### config.mk
export PLATFORM = sky130hd
export DESIGN_NAME = spi_mitm_channel_flat
export DESIGN_NICKNAME = d
export VERILOG_FILES = /design/src/rtl/spi_mitm_channel_if.sv /design/src/rtl/spi_mitm_channel.sv /design/src/flat_wrapper.sv
export SDC_FILE = /design/constraint.sdc
export NUM_CORES = 1
export LEC_CHECK = 0
export CORE_MARGIN = 2
export CORE_UTILIZATION = 60
export CTS_CLUSTER_SIZE = 25
export DETAILED_ROUTE_END_ITERATION = 10
export GPL_ROUTABILITY_DRIVEN = 0
export PLACE_DENSITY = 0.94
export SYNTH_ARGS = -nofsm -noshare
export SYNTH_HDL_FRONTEND = slang
export SYNTH_SLANG_ARGS = --single-unit
### constraint.sdc
create_clock -name sys_clk -period 7.3 [get_ports sys_clk]
set_input_delay 1.095 -clock sys_clk [delete_from_list [all_inputs] [get_ports sys_clk]]
set_output_delay 1.095 -clock sys_clk [all_outputs]
set_load 0.05 [all_outputs]
### src/rtl/spi_mitm_channel_if.sv
// spi_mitm_channel_if: intercepted SPI bus, synchronised inputs and driven outputs
interface spi_mitm_channel_if;
  logic ss_in, sclk_in, mosi_in, miso_in;
  logic ss_out, sclk_out, mosi_out, miso_out;
  modport slave (input ss_in, sclk_in, mosi_in, miso_in, output ss_out, sclk_out, mosi_out, miso_out);
  modport master (output ss_in, sclk_in, mosi_in, miso_in, input ss_out, sclk_out, mosi_out, miso_out);
endinterface

### src/rtl/spi_mitm_channel.sv
// spi_mitm_channel: 1-cycle SPI pass-through with frame capture, read-data substitution and blocking
module spi_mitm_channel #(
  parameter int CMD_BITS = 3,
  parameter int ADDR_BITS = 9,
  parameter int DATA_BITS = 8,
  parameter logic [CMD_BITS-1:0] READ_CMD = 3'b110,
  parameter int MODE_WIDTH = 2,
  parameter int COUNT_WIDTH = 16,
  localparam int FRAME_BITS = CMD_BITS + ADDR_BITS + DATA_BITS
) (
  input  logic sys_clk,
  input  logic rst,
  input  logic [MODE_WIDTH-1:0] mode,
  input  logic [ADDR_BITS-1:0] sub_addr,
  input  logic [DATA_BITS-1:0] sub_data,
  spi_mitm_channel_if.slave bus,
  output logic comm_active,
  output logic frame_valid,
  output logic frame_error,
  output logic [FRAME_BITS-1:0] frame_mosi,
  output logic [FRAME_BITS-1:0] frame_miso,
  output logic [COUNT_WIDTH-1:0] frame_count
);
  localparam int HDR = CMD_BITS + ADDR_BITS;
  localparam int CW = $clog2(FRAME_BITS + 2);
  typedef enum logic [1:0] {WAIT_IDLE, IDLE, ACTIVE} state_t;
  state_t state, state_nx;
  logic ss_d, sclk_d, ss_rise, ss_fall, sclk_rise, start, fin, frame_ok, sub, blk, data_bit;
  logic [CW-1:0] bit_cnt, cnt_nx, sh;
  logic [FRAME_BITS-1:0] mosi_sr, miso_sr, mosi_nx, miso_nx;
  logic [HDR-1:0] hdr;
  logic [MODE_WIDTH-1:0] mode_l, mode_e;
  logic [ADDR_BITS-1:0] addr_l;
  logic [DATA_BITS-1:0] data_l;
  // state register; reset parks in WAIT_IDLE so a frame cut by reset is dropped
  always_ff @(posedge sys_clk) state <= rst ? WAIT_IDLE : state_nx;
  // next-state: wait for SS low, start on SS rise, finish on SS fall
  always_comb state_nx = state == WAIT_IDLE ? (bus.ss_in ? WAIT_IDLE : IDLE) :
                         state == IDLE ? (ss_rise ? ACTIVE : IDLE) :
                         state == ACTIVE ? (ss_fall ? IDLE : ACTIVE) : WAIT_IDLE;
  // FSM output decode
  always_comb begin
    comm_active = state == ACTIVE;
    start = state == IDLE && ss_rise;
    fin = comm_active && ss_fall;
  end
  // edge detection, shift/count look-ahead and substitution decision
  always_comb begin
    ss_rise = bus.ss_in & ~ss_d;
    ss_fall = ~bus.ss_in & ss_d;
    sclk_rise = bus.sclk_in & ~sclk_d;
    mosi_nx = sclk_rise ? {mosi_sr[FRAME_BITS-2:0], bus.mosi_in} : mosi_sr;
    miso_nx = sclk_rise ? {miso_sr[FRAME_BITS-2:0], bus.miso_in} : miso_sr;
    cnt_nx = sclk_rise && bit_cnt != CW'(FRAME_BITS + 1) ? bit_cnt + 1'b1 : bit_cnt;
    frame_ok = cnt_nx == CW'(FRAME_BITS);
    sh = bit_cnt - CW'(HDR);
    hdr = HDR'(mosi_sr >> sh);
    data_bit = 1'(data_l >> (CW'(DATA_BITS - 1) - sh));
    mode_e = comm_active ? mode_l : mode;
    blk = mode_e == MODE_WIDTH'(3);
    sub = comm_active && !ss_fall && hdr[HDR-1 -: CMD_BITS] == READ_CMD &&
          bit_cnt >= CW'(HDR) && bit_cnt < CW'(FRAME_BITS) &&
          (mode_l == MODE_WIDTH'(1) || (mode_l == MODE_WIDTH'(2) && hdr[ADDR_BITS-1:0] == addr_l));
  end
  // registered bus outputs, frame capture and counters
  always_ff @(posedge sys_clk)
    if (rst) begin
      ss_d <= 1'b0;
      sclk_d <= 1'b0;
      bus.ss_out <= 1'b0;
      bus.sclk_out <= 1'b0;
      bus.mosi_out <= 1'b0;
      bus.miso_out <= 1'b0;
      frame_valid <= 1'b0;
      frame_error <= 1'b0;
      mode_l <= '0;
      addr_l <= '0;
      data_l <= '0;
      bit_cnt <= '0;
      mosi_sr <= '0;
      miso_sr <= '0;
      frame_mosi <= '0;
      frame_miso <= '0;
      frame_count <= '0;
    end else begin
      ss_d <= bus.ss_in;
      sclk_d <= bus.sclk_in;
      bus.ss_out <= !blk && bus.ss_in;
      bus.sclk_out <= !blk && bus.sclk_in;
      bus.mosi_out <= !blk && bus.mosi_in;
      bus.miso_out <= !blk && (sub ? data_bit : bus.miso_in);
      frame_valid <= fin && frame_ok;
      frame_error <= fin && !frame_ok;
      if (start) begin
        mode_l <= mode;
        addr_l <= sub_addr;
        data_l <= sub_data;
        bit_cnt <= CW'(sclk_rise);
        mosi_sr <= sclk_rise ? FRAME_BITS'(bus.mosi_in) : '0;
        miso_sr <= sclk_rise ? FRAME_BITS'(bus.miso_in) : '0;
      end else if (comm_active) begin
        bit_cnt <= cnt_nx;
        mosi_sr <= mosi_nx;
        miso_sr <= miso_nx;
      end
      if (fin && frame_ok) begin
        frame_mosi <= mosi_nx;
        frame_miso <= miso_nx;
        frame_count <= frame_count + 1'b1;
      end
    end
endmodule

### src/flat_wrapper.sv
// flat-port wrapper written by rule: the top's interface ports become plain ports
module spi_mitm_channel_flat 
#(
  parameter int CMD_BITS = 3,
  parameter int ADDR_BITS = 9,
  parameter int DATA_BITS = 8,
  parameter logic [CMD_BITS-1:0] READ_CMD = 3'b110,
  parameter int MODE_WIDTH = 2,
  parameter int COUNT_WIDTH = 16,
  localparam int FRAME_BITS = CMD_BITS + ADDR_BITS + DATA_BITS
)
  (sys_clk, rst, mode, sub_addr, sub_data, comm_active, frame_valid, frame_error, frame_mosi, frame_miso, frame_count, bus_ss_in, bus_sclk_in, bus_mosi_in, bus_miso_in, bus_ss_out, bus_sclk_out, bus_mosi_out, bus_miso_out);
  spi_mitm_channel_if bus_i ();
  input  logic sys_clk;
  input  logic rst;
  input  logic [MODE_WIDTH-1:0] mode;
  input  logic [ADDR_BITS-1:0] sub_addr;
  input  logic [DATA_BITS-1:0] sub_data;
  output logic comm_active;
  output logic frame_valid;
  output logic frame_error;
  output logic [FRAME_BITS-1:0] frame_mosi;
  output logic [FRAME_BITS-1:0] frame_miso;
  output logic [COUNT_WIDTH-1:0] frame_count;
  input wire logic [$bits(bus_i.ss_in)-1:0] bus_ss_in;
  input wire logic [$bits(bus_i.sclk_in)-1:0] bus_sclk_in;
  input wire logic [$bits(bus_i.mosi_in)-1:0] bus_mosi_in;
  input wire logic [$bits(bus_i.miso_in)-1:0] bus_miso_in;
  output wire logic [$bits(bus_i.ss_out)-1:0] bus_ss_out;
  output wire logic [$bits(bus_i.sclk_out)-1:0] bus_sclk_out;
  output wire logic [$bits(bus_i.mosi_out)-1:0] bus_mosi_out;
  output wire logic [$bits(bus_i.miso_out)-1:0] bus_miso_out;
  assign bus_i.ss_in = bus_ss_in;
  assign bus_i.sclk_in = bus_sclk_in;
  assign bus_i.mosi_in = bus_mosi_in;
  assign bus_i.miso_in = bus_miso_in;
  assign bus_ss_out = bus_i.ss_out;
  assign bus_sclk_out = bus_i.sclk_out;
  assign bus_mosi_out = bus_i.mosi_out;
  assign bus_miso_out = bus_i.miso_out;
  spi_mitm_channel #(.CMD_BITS(CMD_BITS), .ADDR_BITS(ADDR_BITS), .DATA_BITS(DATA_BITS), .READ_CMD(READ_CMD), .MODE_WIDTH(MODE_WIDTH), .COUNT_WIDTH(COUNT_WIDTH)) u_core (.sys_clk(sys_clk), .rst(rst), .mode(mode), .sub_addr(sub_addr), .sub_data(sub_data), .bus(bus_i), .comm_active(comm_active), .frame_valid(frame_valid), .frame_error(frame_error), .frame_mosi(frame_mosi), .frame_miso(frame_miso), .frame_count(frame_count));
endmodule
# ---- Yosys cells after proc, flatten, opt, wreduce, memory -nomap -nowiden
# Cells that the tools add are included.
dict set report totals {
  regBits 130
  inputBits 25
  output_inout_bits 63
  wordCells 83
}
dict set report op_classes {
  add_sub_neg 4
  magnitude_cmp 2
  n_eq_ne 9
  n_shift 2
  mux 19
  bitwise 6
  reduce_logical 22
}
# op count
set ops {}
lappend ops {{20-bit two-way mux} 6}
lappend ops {{20-bit by 5-bit >> shifter with 12-bit output} 1}
lappend ops {{16-bit by 1-bit adder with 16-bit output (second input constant)} 1}
lappend ops {{1-bit logical AND} 15}
lappend ops {{2-bit two-way mux} 6}
lappend ops {{9-bit equality test} 1}
lappend ops {{8-bit by 5-bit >> shifter with 1-bit output} 1}
lappend ops {{2-bit equality test (second input constant)} 3}
lappend ops {{1-bit two-way mux} 6}
lappend ops {{5-bit by 1-bit adder with 5-bit output (second input constant)} 1}
lappend ops {{5-bit equality test (second input constant)} 1}
lappend ops {{5-bit by 4-bit greater-or-equal comparator with 1-bit output (second input constant)} 1}
lappend ops {{5-bit less-than comparator (second input constant)} 1}
lappend ops {{5-bit two-way mux} 1}
lappend ops {{5-bit != test (second input constant)} 1}
lappend ops {{3-bit by 5-bit subtractor with 5-bit output (first input constant)} 1}
lappend ops {{5-bit by 4-bit subtractor with 5-bit output (second input constant)} 1}
lappend ops {{2-bit by 1-bit equality test with 1-bit output (second input constant)} 2}
lappend ops {{1-bit bitwise AND} 3}
lappend ops {{3-bit equality test (second input constant)} 1}
lappend ops {{1-bit zero test} 3}
lappend ops {{1-bit inverter} 3}
lappend ops {{2-bit zero test} 1}
lappend ops {{2-bit nonzero test} 1}
lappend ops {{other kinds (2)} 2}

# ---- Longest topological paths before layout
dict set report depth {
  depth_word 10
  depth_mapped 12
  ltp_nobuf 9
}

# ---- Worst setup path before layout
# OpenSTA, ideal clock, no wires.
dict set report synth_timing {
  path_kind {input to register}
  startpoint {input port bus_sclk_in}
  endpoint {register u_core.frame_count[4]}
  setup_ns 0.128
  arrival_time_ns 2.777
  required_ns 7.172
  slack_ns 4.396
  path_stages 10
  n_path_buf 3
  cell_sequence {nand2b_1 -> clkbuf_1 -> or4_1 -> o211ai_1 -> o211a_1 -> buf_2 -> buf_4 -> nand4_1 -> xor2_1 -> nor2_1}
}
dict set report synth_between {
  elab_chain_len 5
}
# element line_no
set synth_rtl {}
lappend synth_rtl {{start, declared} flat_wrapper.sv:26} ;# input wire logic [$bits(bus_i.sclk_in)-1:0] bus_sclk_in;
lappend synth_rtl {{1-bit bitwise AND} spi_mitm_channel.sv:51} ;# sclk_rise = bus.sclk_in & ~sclk_d;
lappend synth_rtl {{1-bit logical AND} spi_mitm_channel.sv:54} ;# cnt_nx = sclk_rise && bit_cnt != CW'(FRAME_BITS + 1) ? bit_cnt + 1'b1 : bit_cnt;
lappend synth_rtl {{5-bit two-way mux} spi_mitm_channel.sv:54}
lappend synth_rtl {{5-bit equality test} spi_mitm_channel.sv:55} ;# frame_ok = cnt_nx == CW'(FRAME_BITS);
lappend synth_rtl {{1-bit logical AND} spi_mitm_channel.sv:106} ;# if (fin && frame_ok) begin
lappend synth_rtl {{end signal, assigned} spi_mitm_channel.sv:109} ;# frame_count <= frame_count + 1'b1;
lappend synth_rtl {{end, declared} spi_mitm_channel.sv:22} ;# output logic [COUNT_WIDTH-1:0] frame_count
# No other way between the ends.
# A chain may end at the register's enable or synchronous reset.

# ---- Worst setup path in the final report
dict set report layout_timing {
  startpoint {register u_core.bit_cnt[1]}
  endpoint {register u_core.frame_count[14]}
}
dict set report layout_between {
  elab_chain_len 5
  elab_cells_between_ends 6
  cone_classes {add/sub (1); eq/ne (2); mux (1); reduce/logical (2)}
}
# element line_no
set layout_rtl {}
lappend layout_rtl {{start, declared} spi_mitm_channel.sv:29} ;# logic [CW-1:0] bit_cnt, cnt_nx, sh;
lappend layout_rtl {{start signal, assigned} spi_mitm_channel.sv:98} ;# bit_cnt <= CW'(sclk_rise);
lappend layout_rtl {{start signal, assigned} spi_mitm_channel.sv:102} ;# bit_cnt <= cnt_nx;
lappend layout_rtl {{branches (longest 2 deep; another with 5-bit by 1-bit adder with 5-bit output)} -}
lappend layout_rtl {{5-bit two-way mux *} spi_mitm_channel.sv:54}
lappend layout_rtl {{5-bit equality test *} spi_mitm_channel.sv:55}
lappend layout_rtl {{1-bit logical AND *} spi_mitm_channel.sv:106}
# Every way passes the cells marked *.

==> results.md <==
* Post_cts resized at 0
* Slew at the pin closest to its max-slew limit at 0.962 ns
* Post-CTS setup buffer count at 0
* Netlist cell types at 56
* Final setup TNS at 0 ns
* Post-synth EDFFs at 0
* Peak VDD IR at 189 uV
* Core Area at 10,400 um2
* Final core utilization at ~76%
* Design area at between 7000 and 8000 um2
* Die width at between 100 and 150 um
* All-Layer GR Usage at between 30% and 40%
* Die Area at about 12,000 um2
* Cells after synthesis at 756
* Synthesis-stage register bit count at 130
* Most frequent cells in the layout: nand2_1, dfxtp_1, nor2_1
* Crit-path slowest cell: dfxtp_1
* Static leakage at between 0.002 and 0.003 uW
* Crit Path Class: reg2reg
* Post-synthesis async set-or-reset flop share at 0%
* Starting Density at 62.3%
* Inst Count DP at roughly 910
* Hold crit path type: reg2reg
* Clock skew at between 0.01 and 0.015 ns
* Initial antenna violation count at 0
* GRT overflow at 0
* Power, Total at around 1700 uW
* Commonest non-fill, non-tap cell in the layout: nand2_1
* Power density cells at about 220 nW/um2
* Final Hold Vio Count at 0
* Hold-fix buffers, CTS at 0
* Filler cell count at about 660
* Drt total wl at about 17 mm
* Area Overhead vs Synth at 21.6%
* Die H at between 100 and 150 um
* Critical-path cell list: inv_1 -> ha_1 -> and3_1 -> or4_1 -> o211ai_1 -> o211a_4 -> nand4_1 -> nor2_1 -> mux2_2
* CTS root buf: clkbuf_8
* Final setup viols at 0
* Final worst path period share at about three fifths
* Crit. End Element: flip-flop
* Share of layout cells above drive strength 1 at 9.41%
* Maximum root-to-sink buffer count at 2
* Syn_area_per_cell at roughly 8.6 um2
* Max cap viols at 0
* RSZ-0062 raised after global routing: false
* PortBufs at just under 90
* Status: finished, final reports clean
* Final Max Slew Viols at 0
* Vias per cell at 6.33
* Post-placement cell area at about 7300 um2
* Reg clk slew, reported paths at ~0.06 ns
* WP buf/inv at 1
* H-tree lvl count at 4
* CTS tree: built
* Drt wl/cell at 18.2 um
* Critical Path Start Type: flip-flop
* Vias in the first global route at between 5,000 and 6,000
* Max stage delay on crit path at around 0.95 ns
* Row cnt at 37
* WP data arrival at around 4.9 ns
* Post-Synthesis Cell Area at around 6500 um2
* Clock latency on the worst-skew pair at between 0.5 and 0.6 ns
* Number of warnings issued by yosys at 0
* DR vias at between 5,000 and 6,000
* Worst-path fanout max at between 90 and 100
* CTS buffer count at 17
* Nets at about 830
* Min Tclk post-route at between 4 and 5 ns
* DRT Pass-1 Iters at 5
* Sequential element share of the synthesized area at about 40%
* Post-route DRC at 0
* Largest net degree at the start of global routing at 93
* Post-Syn Nets at between 700 and 800
* Worst path top cell family by delay: simple AND/OR/NAND/NOR gates
* Num ports at just under 90
* # diodes at 0
* Slew margin rel. at around 36%
* Global-route wire length before repair at roughly 28 mm
* Final cell count without fillers at roughly 940
* Ys flop type: dfxtp_1
* HPWL after DPL at 10.4 mm
* FMAX at between 200 and 250 MHz
* Detail Route Antenna Nets at 0
* DR iter-0 viols at 609
* Clock sinks at 130
* WP data required at 7.72 ns
## Yosys cell counts, drive strengths merged, types with 3 or more instances
cell type  number  area (um2)
a22oi          39         293
nor4            3        18.8
nor2b           7        43.8
inv             6        22.5
o21ai           8        40.0
or3             3        18.8
and3            6        37.5
nor2          109         409
a211oi          4        30.0
nor3            8        40.0
xor2           14         123
mux2            7        82.6
a21oi          31         155
and3b           3        26.3
mux4           22         503
mux2i          13         130
nand3           8        40.0
clkbuf         50         188
a311oi         41         359
xnor2           7        61.3
a21boi          3        22.5
buf            25         175
and2            5        31.3
dfxtp         130        2600
ha              5        62.6
nand2         145         544
o21a            3        22.5
nand4          11        68.8
o211a           3        30.0
o211ai          4        30.0
nand2b          9        56.3
## power breakdown
group	internal (uW)	switching (uW)	leakage [uW]
registers	717	6.00	0.00105
clock network	583	319	0.000311
logic	30.9	53.9	0.00125
total	1330	378	0.00261
## registers in the layout (all words and copies together), names as in the netlist, 2 cells and up
| register | cells |
|---|---|
| u_core.mode_l | 2 |
| u_core.frame_mosi | 20 |
| u_core.state | 2 |
| u_core.frame_miso | 20 |
| u_core.bit_cnt | 5 |
| u_core.addr_l | 9 |
| u_core.frame_count | 16 |
| u_core.miso_sr | 20 |
| u_core.data_l | 8 |
| u_core.mosi_sr | 20 |
## through the flow
step | hold slack (ns) | worst slack (ns)
finish | 0.454 | 2.78
global route | 0.483 | 2.51
CTS | 0.455 | 2.85
detailed placement | 0.448 | 2.79
global placement | 0.441 | 2.92
floorplan | 0.433 | 4.40
## final timing paths
check	cells past startpoint	start	slack, ns	end
max	9	u_core.bit_cnt[1]	2.78	u_core.frame_count[14]
min	2	u_core.data_l[6]	0.45	u_core.data_l[6]
max reg2reg	9	u_core.bit_cnt[1]	2.78	u_core.frame_count[14]
min reg2reg	2	u_core.data_l[6]	0.45	u_core.data_l[6]
## tightest hold or removal path, delay by kind of cell (launching register included)
kind               cells  cell delay, ns
DFF                    1            0.30
and+or+nand+nor        1            0.05
AOI/OAI and AO/OA      1            0.05
## logic make-up (layout without fill, tap and decap cells)
kind of cell / count (synthesis) / after routing / share of synthesized area, %
AND/OR/NAND/NOR: 326 / 326 / 21.8
AO/OA/AOI/OAI: 151 / 151 / 17.4
buffers and inverters: 81 / 133 / 5.94
adder cells (fa/ha/maj): 5 / 5 / 0.964
flip-flops: 130 / 130 / 40.1
XOR/XNOR: 21 / 21 / 2.83
multiplexers: 42 / 42 / 11.0
## cell type report
class                   count  area, um2  area share [%]
flip-flops and latches    130       2600            33.0
clock inverters            12        178            2.25
well taps                 136        170            2.16
clock buffers              20        455            5.77
repair buffers             95        928            11.8
inverters                   6       22.5           0.285
multi-input cells         545       3530            44.8
## layer usage
layer	vias up	GRT usage, %	share of wire, %
met5	-	0	0
met4	0	10.6	2.2
met3	38	4.88	6.6
met2	289	51.5	49
met1	2875	38.6	42
li1	2771	-	-
No activity file was read; power rests on OpenSTA's default activity.
